[src/rtl/pixel_frame_if.sv]
// Host write port and pixel-writer handshake bundled for the frame sequencer.
// Slave is the sequencer side; master is the host/writer side.
interface pixel_frame_if #(
  parameter int unsigned PIX_W  = 8,
  parameter int unsigned ADDR_W = 6
);
  logic              i_wr_en;
  logic [ADDR_W-1:0] i_wr_addr;
  logic [PIX_W-1:0]  i_wr_data;
  logic              i_pix_busy;
  logic [PIX_W-1:0]  o_pix_data;
  logic              o_pix_valid;

  modport slave (
    input  i_wr_en, i_wr_addr, i_wr_data, i_pix_busy,
    output o_pix_data, o_pix_valid
  );

  modport master (
    output i_wr_en, i_wr_addr, i_wr_data, i_pix_busy,
    input  o_pix_data, o_pix_valid
  );
endinterface

[src/rtl/pixel_frame_sequencer.sv]
// Frame buffer plus frame-level FSM that streams one frame of pixels to the
// LED pixel writer per trigger, then holds a latch gap before the next frame.
module pixel_frame_sequencer #(
  parameter int unsigned NUM_PIXELS     = 64,
  parameter int unsigned PIX_W          = 8,
  parameter int unsigned ADDR_W         = 6,
  parameter int unsigned LATCH_CYCLES   = 1200,
  parameter int unsigned REFRESH_CYCLES = 1200000
) (
  input  logic             clk,
  input  logic             rst_n,
  pixel_frame_if.slave     bus,
  input  logic             i_start,
  input  logic             i_auto_en,
  output logic             o_busy,
  output logic             o_frame_done
);

  localparam int unsigned DEPTH = 1 << ADDR_W;
  localparam int unsigned AW1   = ADDR_W + 1;
  localparam int unsigned LAT_W = $clog2(LATCH_CYCLES + 1);
  localparam int unsigned REF_W = $clog2(REFRESH_CYCLES);

  localparam logic [ADDR_W-1:0] IDX_LAST = ADDR_W'(NUM_PIXELS - 1);
  localparam logic [LAT_W-1:0]  LAT_LAST = LAT_W'(LATCH_CYCLES - 1);
  localparam logic [REF_W-1:0]  REF_LAST = REF_W'(REFRESH_CYCLES - 1);
  localparam logic [AW1-1:0]    NUM_PIX  = AW1'(NUM_PIXELS);

  typedef enum logic [2:0] {
    S_IDLE, S_FETCH, S_SEND, S_HOLD, S_WAIT, S_LATCH
  } state_e;

  state_e            state_q, state_d;
  logic [ADDR_W-1:0] idx_q, idx_d;
  logic [LAT_W-1:0]  lat_q, lat_d;
  logic [REF_W-1:0]  ref_q, ref_d;
  logic              pend_q, pend_d;
  logic              valid_q, valid_d;
  logic              busy_q, busy_d;
  logic              done_q, done_d;
  logic [PIX_W-1:0]  pix_q;
  logic              auto_tick_c;
  logic              trigger_c;

  logic [PIX_W-1:0]  mem [DEPTH];

  // Frame buffer: writes outside the frame are dropped; RAM itself is never reset.
  always_ff @(posedge clk) begin
    if (bus.i_wr_en && ({1'b0, bus.i_wr_addr} < NUM_PIX)) begin
      mem[bus.i_wr_addr] <= bus.i_wr_data;
    end
  end

  // Registered read doubles as the output data register, so data is stable through SEND.
  always_ff @(posedge clk or negedge rst_n) begin
    if (!rst_n) begin
      pix_q <= '0;
    end else if (state_q == S_FETCH) begin
      pix_q <= mem[idx_q];
    end
  end

  always_comb begin
    auto_tick_c = i_auto_en && (ref_q == REF_LAST);
    trigger_c   = i_start | auto_tick_c;
    ref_d       = (!i_auto_en || auto_tick_c) ? '0 : ref_q + REF_W'(1);
  end

  always_ff @(posedge clk or negedge rst_n) begin
    if (!rst_n) begin
      state_q <= S_IDLE;
      idx_q   <= '0;
      lat_q   <= '0;
      ref_q   <= '0;
      pend_q  <= 1'b0;
      valid_q <= 1'b0;
      busy_q  <= 1'b0;
      done_q  <= 1'b0;
    end else begin
      state_q <= state_d;
      idx_q   <= idx_d;
      lat_q   <= lat_d;
      ref_q   <= ref_d;
      pend_q  <= pend_d;
      valid_q <= valid_d;
      busy_q  <= busy_d;
      done_q  <= done_d;
    end
  end

  // Outputs are derived from the next state so the registered copies line up with state_q.
  always_comb begin
    state_d = state_q;
    idx_d   = idx_q;
    lat_d   = lat_q;
    pend_d  = pend_q | trigger_c;
    unique case (state_q)
      S_IDLE: begin
        if (trigger_c || pend_q) begin
          state_d = S_FETCH;
          idx_d   = '0;
          pend_d  = 1'b0;
        end
      end
      S_FETCH: state_d = S_SEND;
      S_SEND: begin
        if (!bus.i_pix_busy) state_d = S_HOLD;
      end
      S_HOLD: state_d = S_WAIT;
      S_WAIT: begin
        if (!bus.i_pix_busy) begin
          if (idx_q == IDX_LAST) begin
            state_d = S_LATCH;
            lat_d   = '0;
          end else begin
            state_d = S_FETCH;
            idx_d   = idx_q + ADDR_W'(1);
          end
        end
      end
      S_LATCH: begin
        if (lat_q == LAT_LAST) state_d = S_IDLE;
        else                   lat_d   = lat_q + LAT_W'(1);
      end
      default: state_d = S_IDLE;
    endcase
    valid_d = (state_d == S_SEND);
    busy_d  = (state_d != S_IDLE);
    done_d  = (state_d == S_LATCH) && (lat_d == LAT_LAST);
  end

  assign bus.o_pix_data  = pix_q;
  assign bus.o_pix_valid = valid_q;
  assign o_busy          = busy_q;
  assign o_frame_done    = done_q;

endmodule

[src/flat_wrapper.sv]
// flat-port wrapper written by rule: the top's interface ports become plain ports
module pixel_frame_sequencer_flat 
#(
  parameter int unsigned NUM_PIXELS     = 64,
  parameter int unsigned PIX_W          = 8,
  parameter int unsigned ADDR_W         = 6,
  parameter int unsigned LATCH_CYCLES   = 1200,
  parameter int unsigned REFRESH_CYCLES = 1200000
)
  (clk, rst_n, i_start, i_auto_en, o_busy, o_frame_done, bus_i_wr_en, bus_i_wr_addr, bus_i_wr_data, bus_i_pix_busy, bus_o_pix_data, bus_o_pix_valid);
  pixel_frame_if #(.PIX_W(PIX_W), .ADDR_W(ADDR_W)) bus_i ();
  input  logic clk;
  input  logic rst_n;
  input  logic i_start;
  input  logic i_auto_en;
  output logic o_busy;
  output logic o_frame_done;
  input wire logic [$bits(bus_i.i_wr_en)-1:0] bus_i_wr_en;
  input wire logic [$bits(bus_i.i_wr_addr)-1:0] bus_i_wr_addr;
  input wire logic [$bits(bus_i.i_wr_data)-1:0] bus_i_wr_data;
  input wire logic [$bits(bus_i.i_pix_busy)-1:0] bus_i_pix_busy;
  output wire logic [$bits(bus_i.o_pix_data)-1:0] bus_o_pix_data;
  output wire logic [$bits(bus_i.o_pix_valid)-1:0] bus_o_pix_valid;
  assign bus_i.i_wr_en = bus_i_wr_en;
  assign bus_i.i_wr_addr = bus_i_wr_addr;
  assign bus_i.i_wr_data = bus_i_wr_data;
  assign bus_i.i_pix_busy = bus_i_pix_busy;
  assign bus_o_pix_data = bus_i.o_pix_data;
  assign bus_o_pix_valid = bus_i.o_pix_valid;
  pixel_frame_sequencer #(.NUM_PIXELS(NUM_PIXELS), .PIX_W(PIX_W), .ADDR_W(ADDR_W), .LATCH_CYCLES(LATCH_CYCLES), .REFRESH_CYCLES(REFRESH_CYCLES)) u_core (.clk(clk), .rst_n(rst_n), .bus(bus_i), .i_start(i_start), .i_auto_en(i_auto_en), .o_busy(o_busy), .o_frame_done(o_frame_done));
endmodule
[config.mk]
export PLATFORM = sky130hd
export DESIGN_NAME = pixel_frame_sequencer_flat
export DESIGN_NICKNAME = d
export VERILOG_FILES = /design/src/rtl/pixel_frame_if.sv /design/src/rtl/pixel_frame_sequencer.sv /design/src/flat_wrapper.sv
export SDC_FILE = /design/constraint.sdc
export NUM_CORES = 1
export LEC_CHECK = 0
export BUFFER_PORTS_ARGS = -buffer_cell sky130_fd_sc_hd__buf_4
export CAP_MARGIN = 5
export CORE_MARGIN = 5
export CORE_UTILIZATION = 50
export DETAILED_ROUTE_END_ITERATION = 6
export GPL_ROUTABILITY_DRIVEN = 0
export GPL_TIMING_DRIVEN = 0
export PLACE_DENSITY = 0.62
export SLEW_MARGIN = 20
export SYNTH_ARGS = -nofsm -noshare
export SYNTH_HDL_FRONTEND = slang
export SYNTH_SLANG_ARGS = --single-unit
export TNS_END_PERCENT = 10
[constraint.sdc]
create_clock -name clk -period 6 [get_ports clk]
set_input_delay 1.2 -clock clk [delete_from_list [all_inputs] [get_ports clk]]
set_output_delay 1.2 -clock clk [all_outputs]
set_load 0.01 [all_outputs]
# After elaboration in Yosys (flattened, before gate mapping)
# Memories as Yosys holds them, arrays and structs flattened. A register that Yosys moved wholly into a read port is not among the register bits.
# Index checks and enable logic that the tools add are counted.
word_totals:
  ff_bits: 45
  mem_bits_rw: 512
  input_bits: 20
  output_inout_bits: 11
  word_cells: 57
  mem_count: 1
memory_table:
  columns: ["name", "words", "width", "read_ports", "rd_ports_with_merged_regs", "write_ports", "line_no", "source"]
  rows:
  - ["u_core.mem", 64, 8, 1, 1, 1, "pixel_frame_sequencer.sv:45", "logic [PIX_W-1:0] mem [DEPTH];"]
classes:
  addsub: 3
  eq_ne: 14
  n_mux: 19
  bitwise_logic: 2
  n_reduce_logical: 10
ops:
  columns: ["op", "count"]
  rows:
  - ["2-to-1 mux 11 bit", 3]
  - ["equality test 11 bit, second input constant", 2]
  - ["case mux 11 bit (2 select lines)", 1]
  - ["adder 21 x 1 -> 21 bit, second input constant", 1]
  - ["equality test 21 bit, second input constant", 1]
  - ["2-to-1 mux 21 bit", 1]
  - ["2-to-1 mux 6 bit", 3]
  - ["case mux 3 bit (6 select lines)", 1]
  - ["2-to-1 mux 3 bit", 5]
  - ["case mux 6 bit (2 select lines)", 1]
  - ["adder 11 x 1 -> 11 bit, second input constant", 1]
  - ["equality test 3 x 2 -> 1 bit, second input constant", 3]
  - ["equality test 3 bit, second input constant", 3]
  - ["adder 6 x 1 -> 6 bit, second input constant", 1]
  - ["equality test 6 bit, second input constant", 1]
  - ["2-to-1 mux 1 bit", 4]
  - ["!= test 2 bit, second input constant", 2]
  - ["AND reduction 4 bit", 1]
  - ["equality test 3 x 1 -> 1 bit, second input constant", 1]
  - ["zero test 3 bit", 1]
  - ["nonzero test 3 bit", 1]
  - ["logical AND 1 bit", 2]
  - ["zero test 1 bit", 2]
  - ["logical OR 1 bit", 2]
  - ["3 further kinds", 4]

# Longest topological paths before layout
depth:
  depth_word: 8
  mapped_depth: 10
  depth_no_buf: 7

# Worst setup path before layout
# Ideal clock, no wire load.
synth_timing:
  path_kind: "input to register"
  start: "input bus_i_wr_addr[3]"
  end: "memory u_core.mem[15][0] (enable)"
  setup_time_ns: 0.370
  t_arrival_ns: 2.398
  required_time_ns: 5.630
  path_slack_ns: 3.232
  cell_stages: 4
  n_path_buf: 2
  path_cell_list: "clkbuf_1 > or3b_2 > clkbuf_1 > nor2_1"
synth_lines:
  columns: ["element", "line_no", "source"]
  rows:
  - ["start: declaration", "flat_wrapper.sv:19", "input wire logic [$bits(bus_i.i_wr_addr)-1:0] bus_i_wr_addr;"]
  - ["end: declaration", "pixel_frame_sequencer.sv:45", null]
# Straight into the memory's write port.

==> results.rst <==
.. list-table::
   :header-rows: 1

   * - Metric
     - Value
   * - Run status
     - finished, final reports clean
   * - Grt total ovfl
     - 0
   * - Number of placement rows
     - 78
   * - H-Tree Depth
     - 2
   * - Largest fanout of any net on the critical path
     - 10
   * - Core Footprint
     - 0.0452 sq mm
   * - Hold Crit Class
     - flip-flop to flip-flop
   * - Share of cells above drive strength 1
     - 17.8%
   * - Skew-Pair Late Insertion Delay
     - 0.62 ns
   * - Global router's overall resource usage
     - 21.5%
   * - Post-CTS Setup Inserts
     - 0
   * - Cells taking the most area after synthesis
     - edfxtp_1, mux4_2, dfrtp_1
   * - Global-route wire length before repair
     - 80000 um
   * - Final Non-Filler Cells
     - 2009
   * - Unrepaired setup endpoints after global routing
     - no
   * - Final critical path time including I/O delays and setup
     - 3.66 ns
   * - Pwr Total
     - 7.86 mW
   * - Global routing met2 resource utilization
     - 33.8%
   * - Antenna violations before repair
     - 0
   * - CP Capture Type
     - flip-flop
   * - Post-synthesis sequential area ratio
     - 73.5%
   * - WP buf/inv
     - 2
   * - Clock skew after layout
     - 0.0127 ns
   * - Timing-limited maximum frequency
     - 273 MHz
   * - Ordered list of cells on the worst path
     - clkbuf_1 -> clkbuf_1 -> mux4_2 -> mux2i_1 -> nor2_1 -> a31oi_1 -> nand4_1 -> o22a_1
   * - Via count
     - 12116
   * - Transition time of the tightest slew-check pin
     - 0.966 ns
   * - Share of synthesized registers carrying an async set or reset
     - 9.38%
   * - Routed WL
     - 53300 um
   * - Critical path depth
     - 8
   * - Clock tree from TritonCTS
     - built
   * - Worst-case headroom to the max-slew limit
     - 35.6%
   * - Final Net Count
     - 1389
   * - Vias per std cell
     - 6.03
   * - Layout overhead on the synthesized area
     - 12.1%
   * - Total clock buffers created by CTS
     - 58
   * - Power density of the placed cells
     - 309 mW/mm^2
   * - Count of instances resized after the clock tree is built
     - 0
   * - Worst path arrival time
     - 4.15 ns
   * - Cell count of the worst reg-to-reg path
     - 8
   * - Crit path kind
     - flip-flop to flip-flop
   * - Hold-critical path depth
     - 1
   * - Synth warn
     - 0
   * - Post-DR wirelength/cell
     - 26.5 um
   * - # Max-Cap Violations
     - 0
   * - Die X
     - 223 um
   * - Number of instances in the synthesized netlist
     - 1279
   * - Yosys cell types
     - 67
   * - Number of enable-type register cells in the synthesized netlist
     - 512
   * - Initial standard-cell utilization of the core
     - 50.3%
   * - Delay of the slowest cell on the worst path
     - 0.76 ns
   * - I/O pin total
     - 31
   * - Largest net degree at the start of global routing
     - 65
   * - Startpoint kind of the worst setup timing path
     - flip-flop
   * - Most Used Layer, Global Route
     - met2
   * - Worst path slowest cell
     - clkbuf_1
   * - Cell Count Post-Placement
     - 1906
   * - Total leakage power
     - 7.90 nW
   * - Met3 global-route usage
     - 4.12%
   * - Number of global-route vias before repair
     - 12275
   * - Number of storage elements in the synthesis netlist
     - 565
   * - Average footprint of a synthesized cell
     - 17.8 sq um
   * - Worst path top cell family by delay
     - buffers and inverters
   * - Netlist area before placement
     - 0.0227 sq mm
   * - Share of the clock period used by the worst path
     - 60.9%
   * - Num Clock Sinks
     - 565
   * - Peak VDD IR
     - 0.261 mV
   * - Final Max Tran Viols
     - 0
   * - Setup-violating endpoint count in the final report
     - 0
   * - HPWL Detailed
     - 34100 um
   * - Endpoints failing hold
     - 0
   * - Final antenna diode count
     - 0
   * - Worst Path Required
     - 6.49 ns
   * - Die outline area
     - 0.0498 sq mm
   * - Number of I/O port buffers
     - 27
   * - Cell type with the largest total area after synthesis
     - edfxtp_1
   * - First-pass DRT Iterations
     - 5
   * - Fill count
     - 3451
   * - Post-synth top flop
     - edfxtp_1
   * - Met1 track demand over resource in global routing
     - 31.3%
   * - Remaining DRCs
     - 0
   * - Reg clk slew, reported paths
     - 0.06 ns
   * - Number of nets with antenna violations after routing
     - 0
   * - Worst reg2reg setup slack
     - 2.34 ns
   * - Clock tree root driver cell
     - clkbuf_16
   * - Yosys top cell area share
     - 67.6%
   * - Setup tns final
     - 0 ns
   * - Die Y-Extent
     - 223 um
   * - Post-CTS Hold Buffers
     - 0
   * - Largest buffer count on any clock path
     - 3
   * - Cell mode on critical path
     - clkbuf_1
   * - Initial detailed-routing violation count
     - 1404
   * - Syn_nets
     - 1302
==> through the flow <==
stage               hold slack [ns]  area, sq um  utilization [%]  setup slack [ns]
floorplan                     0.424        22700                -              3.23
global placement              0.446        23700             52.4              2.35
detailed placement            0.452        23700             52.5              2.49
CTS                           0.460        25500             56.4              2.46
global route                  0.496        25500             56.4              2.28
finish                        0.460        25500             56.4              2.34
==> worst reg2reg max path, cell delays in order (launching register included) <==
cell      delay, ns
dfrtp_1        0.40
clkbuf_1       0.74
clkbuf_1       0.77
mux4_2         0.44
mux2i_1        0.35
nor2_1         0.08
a31oi_1        0.36
nand4_1        0.19
o22a_1         0.22
==> flip-flops by register name, summed over array words and instances, names as in the netlist <==
| signal | cells |
|---|---|
| u_core.bus.o_pix_data | 8 |
| u_core.bus.o_pix_valid | 1 |
| u_core.idx_q | 6 |
| u_core.lat_q | 11 |
| u_core.mem | 512 |
| u_core.o_busy | 1 |
| u_core.o_frame_done | 1 |
| u_core.pend_q | 1 |
| u_core.ref_q | 21 |
| u_core.state_q | 3 |
==> synth_stat cells, drive strengths merged (14+ instances only) <==
master,number
a21oi,14
nand2,48
mux2i,83
edfxtp,512
nand4,26
nand3,28
a22oi,17
clkbuf,28
buf,36
xnor2,15
nor2,121
mux4,87
dfrtp,53
nand2b,17
o21ai,26
==> where the power goes <==
| group | internal (mW) | switching (mW) |
|---|---|---|
| clock network | 1.95 | 1.46 |
| logic | 0.0195 | 0.104 |
| registers | 4.32 | 0.00647 |
==> final cells by class <==
type / count / area (sq um) / area share (%)
inverter: 4 / 15.0 / 0.0589
clock inverter: 26 / 245 / 0.963
timing repair buffer: 27 / 203 / 0.796
tap: 600 / 751 / 2.95
multi-input combinational: 646 / 5660 / 22.2
buffer: 64 / 379 / 1.49
clock buffer: 77 / 1520 / 5.98
sequential: 565 / 16700 / 65.6
==> layer usage <==
metal  routed length (um)  up-vias
met5                    0        -
met2                25300      458
met3                 3840       94
met1                22800     6251
met4                 1390        0
li1                     -     5313
==> cells by family (layout without fill, tap and decap cells) <==
kind of cell / after synthesis / count (layout) / synth area share [%]
flops: 565 / 565 / 73.5
simple gates: 309 / 309 / 6.87
buf+inv: 68 / 198 / 1.73
fa+ha+maj: 3 / 3 / 0.165
mux: 178 / 178 / 12.7
xor+xnor: 23 / 23 / 0.886
compound gates: 133 / 133 / 4.22
==> path summary, 6_finish.rpt <==
check / start / to
max in group asynchronous: rst_n / u_core.bus.o_pix_data[6]
hold / removal: u_core.ref_q[0] / u_core.ref_q[0]
setup / recovery: u_core.idx_q[2] / u_core.bus.o_pix_data[4]
hold reg to reg: u_core.ref_q[0] / u_core.ref_q[0]
min in group asynchronous: rst_n / u_core.ref_q[9]
setup reg to reg: u_core.idx_q[2] / u_core.bus.o_pix_data[4]
==> cell usage in the layout, fill, tap and decap left out, types with 8 or more instances in the layout <==
cell,n
a221oi_1,8
nand3_1,28
a31oi_1,11
nor2_1,121
mux2_2,8
a21oi_1,14
o21ai_0,26
clkinv_1,10
mux4_2,87
mux2i_1,83
xor2_1,8
and3_1,9
buf_4,41
nor2b_1,13
nand2b_1,15
xnor2_1,15
nand3b_1,8
buf_2,14
a22oi_1,17
clkbuf_16,58
edfxtp_1,512
a311oi_1,9
a211oi_1,8
nand2_1,48
clkbuf_1,42
nand4_1,26
a21o_1,9
dfrtp_1,53
Note: power is estimated with default switching activity, not from simulation.
